==> src/rtl/sdr_scl_monitor.sv <==
// I2C-style bus monitor: synchronizes raw SCL/SDA, flags edges, START/RSTART/STOP,
// and tracks bus busy / available / idle status from the free-time counter.
module sdr_scl_monitor #(
    parameter int unsigned SYNC_STAGES  = 2,
    parameter int unsigned AVAIL_CYCLES = 50,
    parameter int unsigned IDLE_CYCLES  = 10000
) (
    input  logic i_sdr_ctrl_clk,
    input  logic i_sdr_ctrl_rst_n,
    input  logic i_scl,
    input  logic i_sda,
    input  logic i_mon_en,
    output logic o_scl_sync,
    output logic o_sda_sync,
    output logic o_scl_pos_edge,
    output logic o_scl_neg_edge,
    output logic o_start_det,
    output logic o_rstart_det,
    output logic o_stop_det,
    output logic o_bus_busy,
    output logic o_bus_available,
    output logic o_bus_idle
);

    localparam int unsigned CNT_W = $clog2(IDLE_CYCLES + 1);

    localparam logic [0:0] ST_FREE = 1'b0;
    localparam logic [0:0] ST_BUSY = 1'b1;

    localparam logic [CNT_W-1:0] CNT_MAX   = CNT_W'(IDLE_CYCLES);
    localparam logic [CNT_W-1:0] AVAIL_THR = CNT_W'(AVAIL_CYCLES);

    logic [SYNC_STAGES-1:0] scl_sync_q, scl_sync_d;
    logic [SYNC_STAGES-1:0] sda_sync_q, sda_sync_d;
    logic                   scl_prev_q, scl_prev_d;
    logic                   sda_prev_q, sda_prev_d;

    logic                   scl_pos_q, scl_pos_d;
    logic                   scl_neg_q, scl_neg_d;
    logic                   start_q, start_d;
    logic                   rstart_q, rstart_d;
    logic                   stop_q, stop_d;
    logic                   avail_q, avail_d;
    logic                   idle_q, idle_d;

    logic [0:0]             state_q, state_d;
    logic [CNT_W-1:0]       cnt_q, cnt_d;

    logic                   scl_s;
    logic                   sda_s;
    logic                   start_cond;
    logic                   stop_cond;

    assign scl_s = scl_sync_q[SYNC_STAGES-1];
    assign sda_s = sda_sync_q[SYNC_STAGES-1];

    // Bus conditions need SCL high in both the previous and current synced cycle.
    assign start_cond = sda_prev_q & ~sda_s & scl_prev_q & scl_s;
    assign stop_cond  = ~sda_prev_q & sda_s & scl_prev_q & scl_s;

    // Synchronizer chains and history flops run regardless of i_mon_en.
    always_comb begin
        scl_sync_d = {scl_sync_q[SYNC_STAGES-2:0], i_scl};
        sda_sync_d = {sda_sync_q[SYNC_STAGES-2:0], i_sda};
        scl_prev_d = scl_s;
        sda_prev_d = sda_s;
        scl_pos_d  = i_mon_en & scl_s & ~scl_prev_q;
        scl_neg_d  = i_mon_en & ~scl_s & scl_prev_q;
    end

    // Bus state FSM: next state and condition pulses.
    always_comb begin
        state_d  = state_q;
        start_d  = 1'b0;
        rstart_d = 1'b0;
        stop_d   = 1'b0;
        if (!i_mon_en) begin
            state_d = ST_FREE;
        end else begin
            case (state_q)
                ST_FREE: begin
                    if (start_cond) begin
                        state_d = ST_BUSY;
                        start_d = 1'b1;
                    end else if (stop_cond) begin
                        stop_d = 1'b1;
                    end
                end
                ST_BUSY: begin
                    if (start_cond) begin
                        rstart_d = 1'b1;
                    end else if (stop_cond) begin
                        state_d = ST_FREE;
                        stop_d  = 1'b1;
                    end
                end
                default: state_d = ST_FREE;
            endcase
        end
    end

    // Free-time counter and the status levels derived from its next value.
    always_comb begin
        cnt_d = '0;
        if (i_mon_en && (state_q == ST_FREE) && scl_s && sda_s && !stop_cond) begin
            cnt_d = (cnt_q == CNT_MAX) ? cnt_q : cnt_q + CNT_W'(1);
        end
        avail_d = (state_d == ST_FREE) && (cnt_d >= AVAIL_THR);
        idle_d  = (state_d == ST_FREE) && (cnt_d >= CNT_MAX);
    end

    always_ff @(posedge i_sdr_ctrl_clk or negedge i_sdr_ctrl_rst_n) begin
        if (!i_sdr_ctrl_rst_n) begin
            scl_sync_q <= '1;
            sda_sync_q <= '1;
            scl_prev_q <= 1'b1;
            sda_prev_q <= 1'b1;
            scl_pos_q  <= 1'b0;
            scl_neg_q  <= 1'b0;
            start_q    <= 1'b0;
            rstart_q   <= 1'b0;
            stop_q     <= 1'b0;
            avail_q    <= 1'b0;
            idle_q     <= 1'b0;
            state_q    <= ST_FREE;
            cnt_q      <= '0;
        end else begin
            scl_sync_q <= scl_sync_d;
            sda_sync_q <= sda_sync_d;
            scl_prev_q <= scl_prev_d;
            sda_prev_q <= sda_prev_d;
            scl_pos_q  <= scl_pos_d;
            scl_neg_q  <= scl_neg_d;
            start_q    <= start_d;
            rstart_q   <= rstart_d;
            stop_q     <= stop_d;
            avail_q    <= avail_d;
            idle_q     <= idle_d;
            state_q    <= state_d;
            cnt_q      <= cnt_d;
        end
    end

    assign o_scl_sync      = scl_s;
    assign o_sda_sync      = sda_s;
    assign o_scl_pos_edge  = scl_pos_q;
    assign o_scl_neg_edge  = scl_neg_q;
    assign o_start_det     = start_q;
    assign o_rstart_det    = rstart_q;
    assign o_stop_det      = stop_q;
    assign o_bus_busy      = (state_q == ST_BUSY);
    assign o_bus_available = avail_q;
    assign o_bus_idle      = idle_q;

endmodule

==> config.mk <==
export PLATFORM = sky130hd
export DESIGN_NAME = sdr_scl_monitor
export DESIGN_NICKNAME = d
export VERILOG_FILES = /design/src/rtl/sdr_scl_monitor.sv
export SDC_FILE = /design/constraint.sdc
export NUM_CORES = 1
export LEC_CHECK = 0
export CAP_MARGIN = 40
export CELL_PAD_IN_SITES_DETAIL_PLACEMENT = 1
export CELL_PAD_IN_SITES_GLOBAL_PLACEMENT = 2
export CORE_ASPECT_RATIO = 0.6
export CORE_MARGIN = 1
export CORE_UTILIZATION = 32
export DETAILED_ROUTE_END_ITERATION = 8
export PLACE_DENSITY_LB_ADDON = 0.1
export SYNTH_ARGS = -nofsm -noshare
export SYNTH_HDL_FRONTEND = slang
export SYNTH_SLANG_ARGS = --single-unit
==> constraint.sdc <==
create_clock -name i_sdr_ctrl_clk -period 1.95 [get_ports i_sdr_ctrl_clk]
set_input_delay 0.2925 -clock i_sdr_ctrl_clk [delete_from_list [all_inputs] [get_ports i_sdr_ctrl_clk]]
set_output_delay 0.2925 -clock i_sdr_ctrl_clk [all_outputs]
set_load 0.05 [all_outputs]
# Yosys cells after proc, flatten, opt, wreduce, memory -nomap -nowiden
# Index checks and enable logic that the tools add are counted.
[word_totals] register_bits=28 latchBits=0 mem_bits_rw=0 in_bits=5 mem_bits_ro=0 elab_cells=54 memories=0
[op_classes] add_sub_neg=1 bitwise=16 reduce_logical=7 n_div=0 shifts=0 n_lt_le_gt_ge=2 n_mul=0 mux=14 eq_ne=1
[op_table] operator="14-bit 2-to-1 mux" n=2
[op_table] operator="14-bit by 1-bit adder with 14-bit output, second input constant" n=1
[op_table] operator="14-bit == test, second input constant" n=1
[op_table] operator="14-bit greater-or-equal comparator, second input constant" n=1
[op_table] operator="14-bit by 6-bit greater-or-equal comparator with 1-bit output, second input constant" n=1
[op_table] operator="1-bit 2-to-1 mux" n=11
[op_table] operator="1-bit bitwise AND" n=10
[op_table] operator="1-bit logical AND" n=6
[op_table] operator="1-bit NOT" n=6
[op_table] operator="1-bit one-hot mux with 2 select lines" n=1
[op_table] operator="1-bit logical NOT" n=1

# Depth between registers and ports, before layout
# Gate-level depths: netlist of run 1.
[depth] depth_word=10 depth_mapped=7 ltp_nobuf=7

# Worst setup path before layout of run 1
# No wires, ideal clock.
[synth_timing] path_kind="register -> register" start="reg cnt_q[1]" end="reg avail_q, in the netlist o_bus_available" path_slack_ps=-47 t_arrival_ps=1927 setup_time_ps=70 stages_incl_launch_ff=8 path_buffers=0 cell_sequence="dfrtp_1 inv_1 ha_1 or4bb_1 or4_4 nor2_4 o311ai_1 nand4_1"
[synth_via] elab_chain_len=5 elab_cells_between_ends=6 classes_between="add/sub (1); order compare (1); eq/ne (1); mux (2); reduce/logical (1)"
[synth_lines] item="start: declaration" line_no="47" source="logic [CNT_W-1:0] cnt_q, cnt_d;"
[synth_lines] item="start signal: assignment" line_no="140" source="cnt_q <= cnt_d;"
[synth_lines] item="14-bit by 1-bit adder with 14-bit output or 14-bit == test (tied branches)" line_no="106" source="cnt_d = (cnt_q == CNT_MAX) ? cnt_q : cnt_q + CNT_W'(1);"
[synth_lines] item="14-bit 2-to-1 mux (*)" line_no="106"
[synth_lines] item="14-bit 2-to-1 mux (*)" line_no="105" source="if (i_mon_en && (state_q == ST_FREE) && scl_s && sda_s && !stop_cond) begin"
[synth_lines] item="14-bit by 6-bit greater-or-equal comparator with 1-bit output (*)" line_no="108" source="avail_d = (state_d == ST_FREE) && (cnt_d >= AVAIL_THR);"
[synth_lines] item="1-bit logical AND (*)" line_no="108"
[synth_lines] item="net avail_d" line_no="43" source="logic avail_q, avail_d;"
[synth_lines] item="end signal: assignment" line_no="137" source="avail_q <= avail_d;"
[synth_lines] item="end: declaration" line_no="43"
# Mark *: on every way through the listed nets, which the timed path passes. The rest lies on a longest branch.

# Worst setup path after layout of run 1
[layout_timing] start="reg cnt_q[3]" end="reg cnt_q[1]"
[layout_via] elab_chain_len=3
[layout_lines] item="14-bit == test" line_no="106"
[layout_lines] item="14-bit 2-to-1 mux" line_no="106"
[layout_lines] item="14-bit 2-to-1 mux" line_no="105"
[layout_lines] item="net cnt_d[1]" line_no="47"
# The timed path passes the listed nets, and every way through them passes these cells.

==> run summary, run 1 <==
Status: finished with violations
Failing checks: negative setup slack
Initial Util: 33.7%
Final Hold Fails: 0
Initial antenna violation count: 0
RSZ-0062 raised after global routing: true
FF-to-FF path depth: 7
DPL Wire Length: 2930 um
DR pass1 iterations: 4
# Max-Cap Violations: 0
Min-Delay Startpoint: scl_sync_q[0]$_DFF_PN1_
Slew headroom: 66.5%
Min cycle time layout: 2.09 ns
Core area: 0.00417 mm^2
Die height: 53.3 um
Die X: 87.5 um
Count of different cell masters after synthesis: 46
Final setup viols: 4
Cell Area, Synth: 0.00141 mm^2
Cells after Synth: 134
Crit path kind: reg -> reg
Avg Cell Area, Syn: 10.5 um^2
Worst skew pair latency: 0.28 ns
Worst EP arrival: 2.30 ns
Cell Pwr Density: 526 mW/mm^2
Antenna viol nets, final: 0
Seq/Total Area, Yosys: 50.4%
Die ar.: 0.00467 mm^2
Leakage: 0.804 nW
DRT iter0 DRCs: 63
Setup Skew: 0.00896 ns
Remaining DRCs: 0
Hold endpoint: scl_sync_q[1]$_DFF_PN1_
Most common cell after layout, fill and taps aside: buf_4
Largest net degree at the start of global routing: 29
Syn nets: 141
Diode count: 0
Root buffer cell: clkbuf_8
Hold path cells: 0
Gpl congestion: 0.903
CP required: 2.17 ns
Num CTS Buffers: 3
Total GRT Usage: 19.4%
FF+latch count, synth: 28
CTS max path bufs: 2
Most frequent cells in the layout: 37 x buf_4, 21 x dfrtp_1, 16 x nor2_1
Congestion Overflow GR: 0
Post-DP Area: 0.00180 mm^2
Reg-to-reg critical path endpoint: cnt_q[1]$_DFF_PN0_
Largest reg by FF count: cnt_q
Setup ws final: -0.138 ns
Area grow syn2layout: 44.4%
First-pass GRT wire length: 6420 um
Placed instance count: 233
Worst Setup End Kind: flop
CTS clk-pin slew, worst paths: 0.10 ns
Clock Sink Count: 28
Vias per cell: 5.10
Worst R2R Setup Slack: -0.14 ns
Drt wl/cell: 17.4 um
Rows: 18
I/O Buffers: 14
Top flop regs: cnt_q x14, scl_sync_q x2, sda_sync_q x2
H-tree depth: 1
Vias in the first global route: 1203
Final period util: 107%
Share of cells above drive strength 1: 41.4%
Via count: 1254
Type of the worst min-delay path: reg -> reg
R2R Path Start: cnt_q[3]$_DFF_PN0_
Max frequency: 479 MHz
Yosys warning total: 0
Number of flip-flops under the largest register name: 14
Post-Route WL: 4280 um
Fin area: 0.00203 mm^2
Worst Tran Pin Value: 0.501 ns
Startpoint Class: flop
Hold Buf Count CTS: 0
Max Slew Vio Count: 0
Critical Path Fanout Max: 4
I/O Pins: 15
Max VDD drop: 0.286 mV
Finished Layout Cells: 246
# nets final: 194
TritonCTS clock tree: yes
## critical path, stage by stage, from the launching register on
cell     delay, ns
dfrtp_1       0.42
buf_6         0.14
or4bb_4       0.55
or4_4         0.54
nor2_4        0.14
buf_4         0.11
a21oi_1       0.04
nor2_1        0.08
## synth_stat cells, drive strengths merged
cell,count,area (um^2)
xnor2,4,35.0
o22a,1,10.0
nand2b,1,6.26
or2b,1,8.76
nand4,6,37.5
nand3,6,30.0
nand3b,1,7.51
ha,2,25.0
mux2i,1,10.0
nor3,3,15.0
o21a,1,7.51
o31ai,3,22.5
or3,2,13.8
a31oi,1,6.26
or4,5,45.0
dfstp,6,158
nor4bb,1,10.0
or4bb,1,11.3
and3,1,6.26
o311ai,1,8.76
dfrtp,22,551
a21oi,6,30.0
a311oi,1,8.76
nand2,8,30.0
buf,3,27.5
inv,5,18.8
and4,1,8.76
nor2,18,77.6
and2,1,6.26
nor2b,2,12.5
o2111ai,1,8.76
a211oi,2,20.0
clkbuf,1,5.00
xor2,4,35.0
nor4,3,33.8
a21boi,3,22.5
and4b,2,20.0
o21ai,3,15.0
## through the flow
stage	worst slack, ns	setup TNS [ns]	total power, mW	hold WS, ns	util (%)
finish	-0.138	-0.455	1.07	0.362	48.7
global route	-0.225	-0.748	1.11	0.368	48.7
CTS	-0.0782	-0.113	1.08	0.365	45.1
detailed placement	-0.0608	-0.120	0.708	0.351	43.3
global placement	-0.0590	-0.0590	0.705	0.348	43.3
floorplan	-0.00884	-0.00884	0.655	-0.00309	-
## layer usage
| metal | routed length [um] | up-vias | part of all wire (%) | track usage [%] |
|---|---|---|---|---|
| li1 | - | 595 | - | - |
| met2 | 1840 | 34 | 43 | 26.8 |
| met1 | 2170 | 621 | 51 | 29.1 |
| met5 | 0 | - | 0 | 0 |
| met4 | 40 | 0 | 0.94 | 6.01 |
| met3 | 225 | 4 | 5.3 | 4.52 |
## repair_timing
item                       CTS  global route
gates resized for setup      4            18
setup endpoints to repair    3             4
buffers inserted             1            10
hold endpoints to repair     0             0
pin swaps                    2            11
## how the worst max path moves through the flow
stage                                  start                         to  cells past startpoint
after floorplan           cnt_q[1]$_DFF_PN0_  o_bus_available$_DFF_PN0_                      7
after global placement    cnt_q[0]$_DFF_PN0_  o_bus_available$_DFF_PN0_                      7
after detailed placement  cnt_q[0]$_DFF_PN0_  o_bus_available$_DFF_PN0_                      7
after CTS                 cnt_q[0]$_DFF_PN0_  o_bus_available$_DFF_PN0_                      7
after global routing      cnt_q[2]$_DFF_PN0_  o_bus_available$_DFF_PN0_                      8
final                     cnt_q[3]$_DFF_PN0_         cnt_q[1]$_DFF_PN0_                      7
## cell type report
cell class                 instances  area [um^2]
timing repair buffer              52          432
multi-input combinational         97          739
tap                               60         75.1
sequential                        28          709
clock buffer                       4         55.1
inverter                           5         18.8
fill                             475         2140
## kinds of logic (layout without fill, tap and decap cells)
group / after synthesis / count (layout) / share of synthesized area (%)
muxes: 1 / 1 / 0.712
DFF: 28 / 28 / 50.4
and+or+nand+nor: 63 / 63 / 27.1
adders and majority gates: 2 / 2 / 1.78
buffers and inverters: 9 / 61 / 3.65
xor gates and xnor gates: 8 / 8 / 4.99
AOI/OAI and AO/OA: 23 / 23 / 11.4
## power by group
part	switching (mW)	leakage [nW]	total (mW)	internal (mW)
sequential	0.00868	0.367	0.605	0.596
clock	0.186	0.0288	0.367	0.181
combinational	0.0585	0.408	0.0943	0.0358
total	0.253	0.804	1.07	0.813
Power figures use the tool's default switching activity.
==> run 2: changes to the inputs <==
CORE_UTILIZATION = 34   (was 32)
CTS_BUF_LIST = sky130_fd_sc_hd__clkbuf_8   (was not set)
SETUP_SLACK_MARGIN = 0.02   (was not set)
==> run 2 against run 1 <==
- clock skew down 0.0051 ns
- fmax rose by 3.4%
- routed wire length shrank 1.3%
- sequential power about the same
- via count is 1.1% lower
- first-iteration DRC count rose by 21%
- sequential cell count unchanged
- worst setup slack gained 0.068 ns
- clock power grew 27%
- the flow still finishes with violations (negative setup slack)
- register-to-register slack improved by 0.07 ns
- global-route usage is 1.2 points higher
==> run summary, run 2 (synthesized netlist as in run 1, its figures left out) <==
Status: finished with violations (unchanged)
Failing checks: negative setup slack (unchanged)
Leakage: 0.816 nW (was 0.804 nW)
Clock share of power: 40.0% (was 34.5%)
CP peak stage delay: 0.53 ns (was 0.55 ns)
Diode count: 0 (unchanged)
Initial antenna violation count: 0 (unchanged)
CTS clk-pin slew, worst paths: 0.10 ns (about the same)
Root buffer cell: clkbuf_8 (unchanged)
Internal power component: 909 uW (was 813 uW)
Die X: 85.0 um (was 87.5 um)
Max frequency: 495 MHz (was 479 MHz)
Fin area: 0.00200 mm^2 (was 0.00203 mm^2)
DRT iter0 DRCs: 76 (was 63)
Slew headroom: 66.3% (was 66.5%)
RSZ-0062 raised after global routing: true (unchanged)
Via count: 1240 (was 1254)
H-tree depth: 1 (unchanged)
Critical Path Fanout Max: 5 (was 4)
Setup Skew: 0.00382 ns (was 0.00896 ns)
Placed instance count: 215 (was 233)
# Max-Cap Violations: 0 (unchanged)
Post-DP Area: 0.00175 mm^2 (was 0.00180 mm^2)
Final setup viols: 4 (unchanged)
Worst skew pair latency: 0.28 ns (about the same)
CP cell instances: buf_6, or4bb_4, or4_4, nor2_4, o311ai_1, nand4_1 (was buf_6, or4bb_4, or4_4, nor2_4, buf_4, a21oi_1, nor2_1)
Gpl congestion: 0.918 (was 0.903)
Type of the worst min-delay path: reg -> reg (unchanged)
CTS max path bufs: 2 (unchanged)
Max VDD drop: 0.257 mV (was 0.286 mV)
Core area: 0.00381 mm^2 (was 0.00417 mm^2)
Gate power share: 8.3% (was 8.8%)
Largest net degree at the start of global routing: 29 (unchanged)
Hold path cells: 0 (unchanged)
Antenna viol nets, final: 0 (unchanged)
Share of cells above drive strength 1: 38.8% (was 41.4%)
Worst Tran Pin Value: 0.503 ns (was 0.501 ns)
TritonCTS clock tree: yes (unchanged)
Setup ws final: -0.0699 ns (was -0.138 ns)
Drt wl/cell: 18.3 um (was 17.4 um)
Congestion Overflow GR: 0 (unchanged)
I/O Buffers: 14 (unchanged)
Hold endpoint: sda_sync_q[1]$_DFF_PN1_ (was scl_sync_q[1]$_DFF_PN1_)
Sw Pwr: 259 uW (was 253 uW)
Post-layout util: 52.4% (was 48.7%)
Crit path kind: reg -> reg (unchanged)
DPL Wire Length: 3030 um (was 2930 um)
Worst Setup End Kind: flop (unchanged)
Vias in the first global route: 1247 (was 1203)
Die ar.: 0.00440 mm^2 (was 0.00467 mm^2)
Switch share: 22.2% (was 23.8%)
Worst EP arrival: 2.23 ns (was 2.30 ns)
Hold Buf Count CTS: 0 (unchanged)
Largest reg by FF count: cnt_q (unchanged)
Min-Delay Startpoint: sda_sync_q[0]$_DFF_PN1_ (was scl_sync_q[0]$_DFF_PN1_)
Top flop regs: cnt_q x14, scl_sync_q x2, sda_sync_q x2 (unchanged)
Cell Pwr Density: 585 mW/mm^2 (was 526 mW/mm^2)
First-pass GRT wire length: 6640 um (was 6420 um)
Remaining DRCs: 0 (unchanged)
Number of flip-flops under the largest register name: 14 (unchanged)
Num CTS Buffers: 3 (unchanged)
Most frequent cells in the layout: 34 x buf_4, 21 x dfrtp_1, 16 x nor2_1 (was 37 x buf_4, 21 x dfrtp_1, 16 x nor2_1)
Reg-to-reg critical path endpoint: o_bus_available$_DFF_PN0_ (was cnt_q[1]$_DFF_PN0_)
Min cycle time layout: 2.02 ns (was 2.09 ns)
Max Slew Vio Count: 0 (unchanged)
Vias per cell: 5.39 (was 5.10)
DR pass1 iterations: 4 (unchanged)
Post-Route WL: 4220 um (was 4280 um)
CP required: 2.17 ns (about the same)
Total GRT Usage: 20.5% (was 19.4%)
R2R Path Start: cnt_q[2]$_DFF_PN0_ (was cnt_q[3]$_DFF_PN0_)
Clock Sink Count: 28 (unchanged)
Hold_ws: 0.362 ns (about the same)
Most common cell after layout, fill and taps aside: buf_4 (unchanged)
Initial Util: 36.9% (was 33.7%)
# nets final: 191 (was 194)
Crit path max-delay cell type: or4bb_4 (unchanged)
Area grow syn2layout: 42.1% (was 44.4%)
Final Hold Fails: 0 (unchanged)
I/O Pins: 15 (unchanged)
Finished Layout Cells: 230 (was 246)
Startpoint Class: flop (unchanged)
Die height: 51.8 um (was 53.3 um)
Rows: 17 (was 18)
FF-to-FF path depth: 6 (was 7)
Register share of total power: 51.7% (was 56.7%)
Worst R2R Setup Slack: -0.07 ns (was -0.14 ns)
Final period util: 104% (was 107%)
## run 2: worst max-delay path by stage
stage	cells past startpoint	from	slack, ns	endpoint
after floorplan	7	cnt_q[1]$_DFF_PN0_	-0.009	o_bus_available$_DFF_PN0_
after global placement	5	cnt_q[2]$_DFF_PN0_	-0.14	o_bus_idle$_DFF_PN0_
after detailed placement	5	cnt_q[2]$_DFF_PN0_	-0.25	o_bus_idle$_DFF_PN0_
after CTS	7	cnt_q[0]$_DFF_PN0_	-0.07	o_bus_available$_DFF_PN0_
after global routing	7	cnt_q[1]$_DFF_PN0_	-0.14	o_bus_available$_DFF_PN0_
final	6	cnt_q[2]$_DFF_PN0_	-0.07	o_bus_available$_DFF_PN0_
## run 2: critical path: cells and delay by family, from the launching register on
family | cells | cell delay (ns)
buf+inv | 1 | 0.13
simple gates | 4 | 1.26
compound gates | 1 | 0.11
flops | 1 | 0.46
## run 2: per-stage QoR
step	power, mW	setup TNS, ns	worst slack (ns)
floorplan	0.655	-0.00884	-0.00884
global placement	0.706	-0.276	-0.143
detailed placement	0.709	-0.583	-0.250
CTS	1.17	-0.115	-0.0678
global route	1.21	-0.426	-0.145
finish	1.17	-0.144	-0.0699
## run 2: final cells by class
class	count	area (um^2)
timing repair buffer	49	409
clock inverter	1	30.0
tap	47	58.8
sequential	28	709
multi-input combinational	97	729
clock buffer	3	41.3
inverter	5	18.8
fill	421	1810
## run 2: layer usage
metal | vias to the layer above | global-route usage (%) | share of wire, %
met4 | 0 | 3.67 | 0.52
met1 | 624 | 31.4 | 54
li1 | 585 | - | -
met3 | 4 | 5.56 | 4.5
met5 | - | 0 | 0
met2 | 27 | 28.9 | 41
## run 2: power by group through the flow
stage          Combinational, mW  Clock, mW  Sequential [mW]
2_1_floorplan             0.0178          0            0.637
3_3_place_gp              0.0912          0            0.615
3_5_place_dp              0.0937          0            0.615
4_1_cts                   0.0952      0.473            0.604
5_1_grt                    0.105      0.497            0.606
6_report                  0.0966      0.467            0.604
## run 2: timing repair
action | in CTS | in global routing
cloned | 0 | 0
resized for setup | 6 | 14
setup buffers | 1 | 11
endpoints found under the setup margin | 5 | 4
pin swaps | 1 | 10
==> run 3: changes to the inputs <==
GPL_ROUTABILITY_DRIVEN = 1   (was not set)
==> results of run 3 <==
Final layout, timing and power as in run 2 (identical DEF).
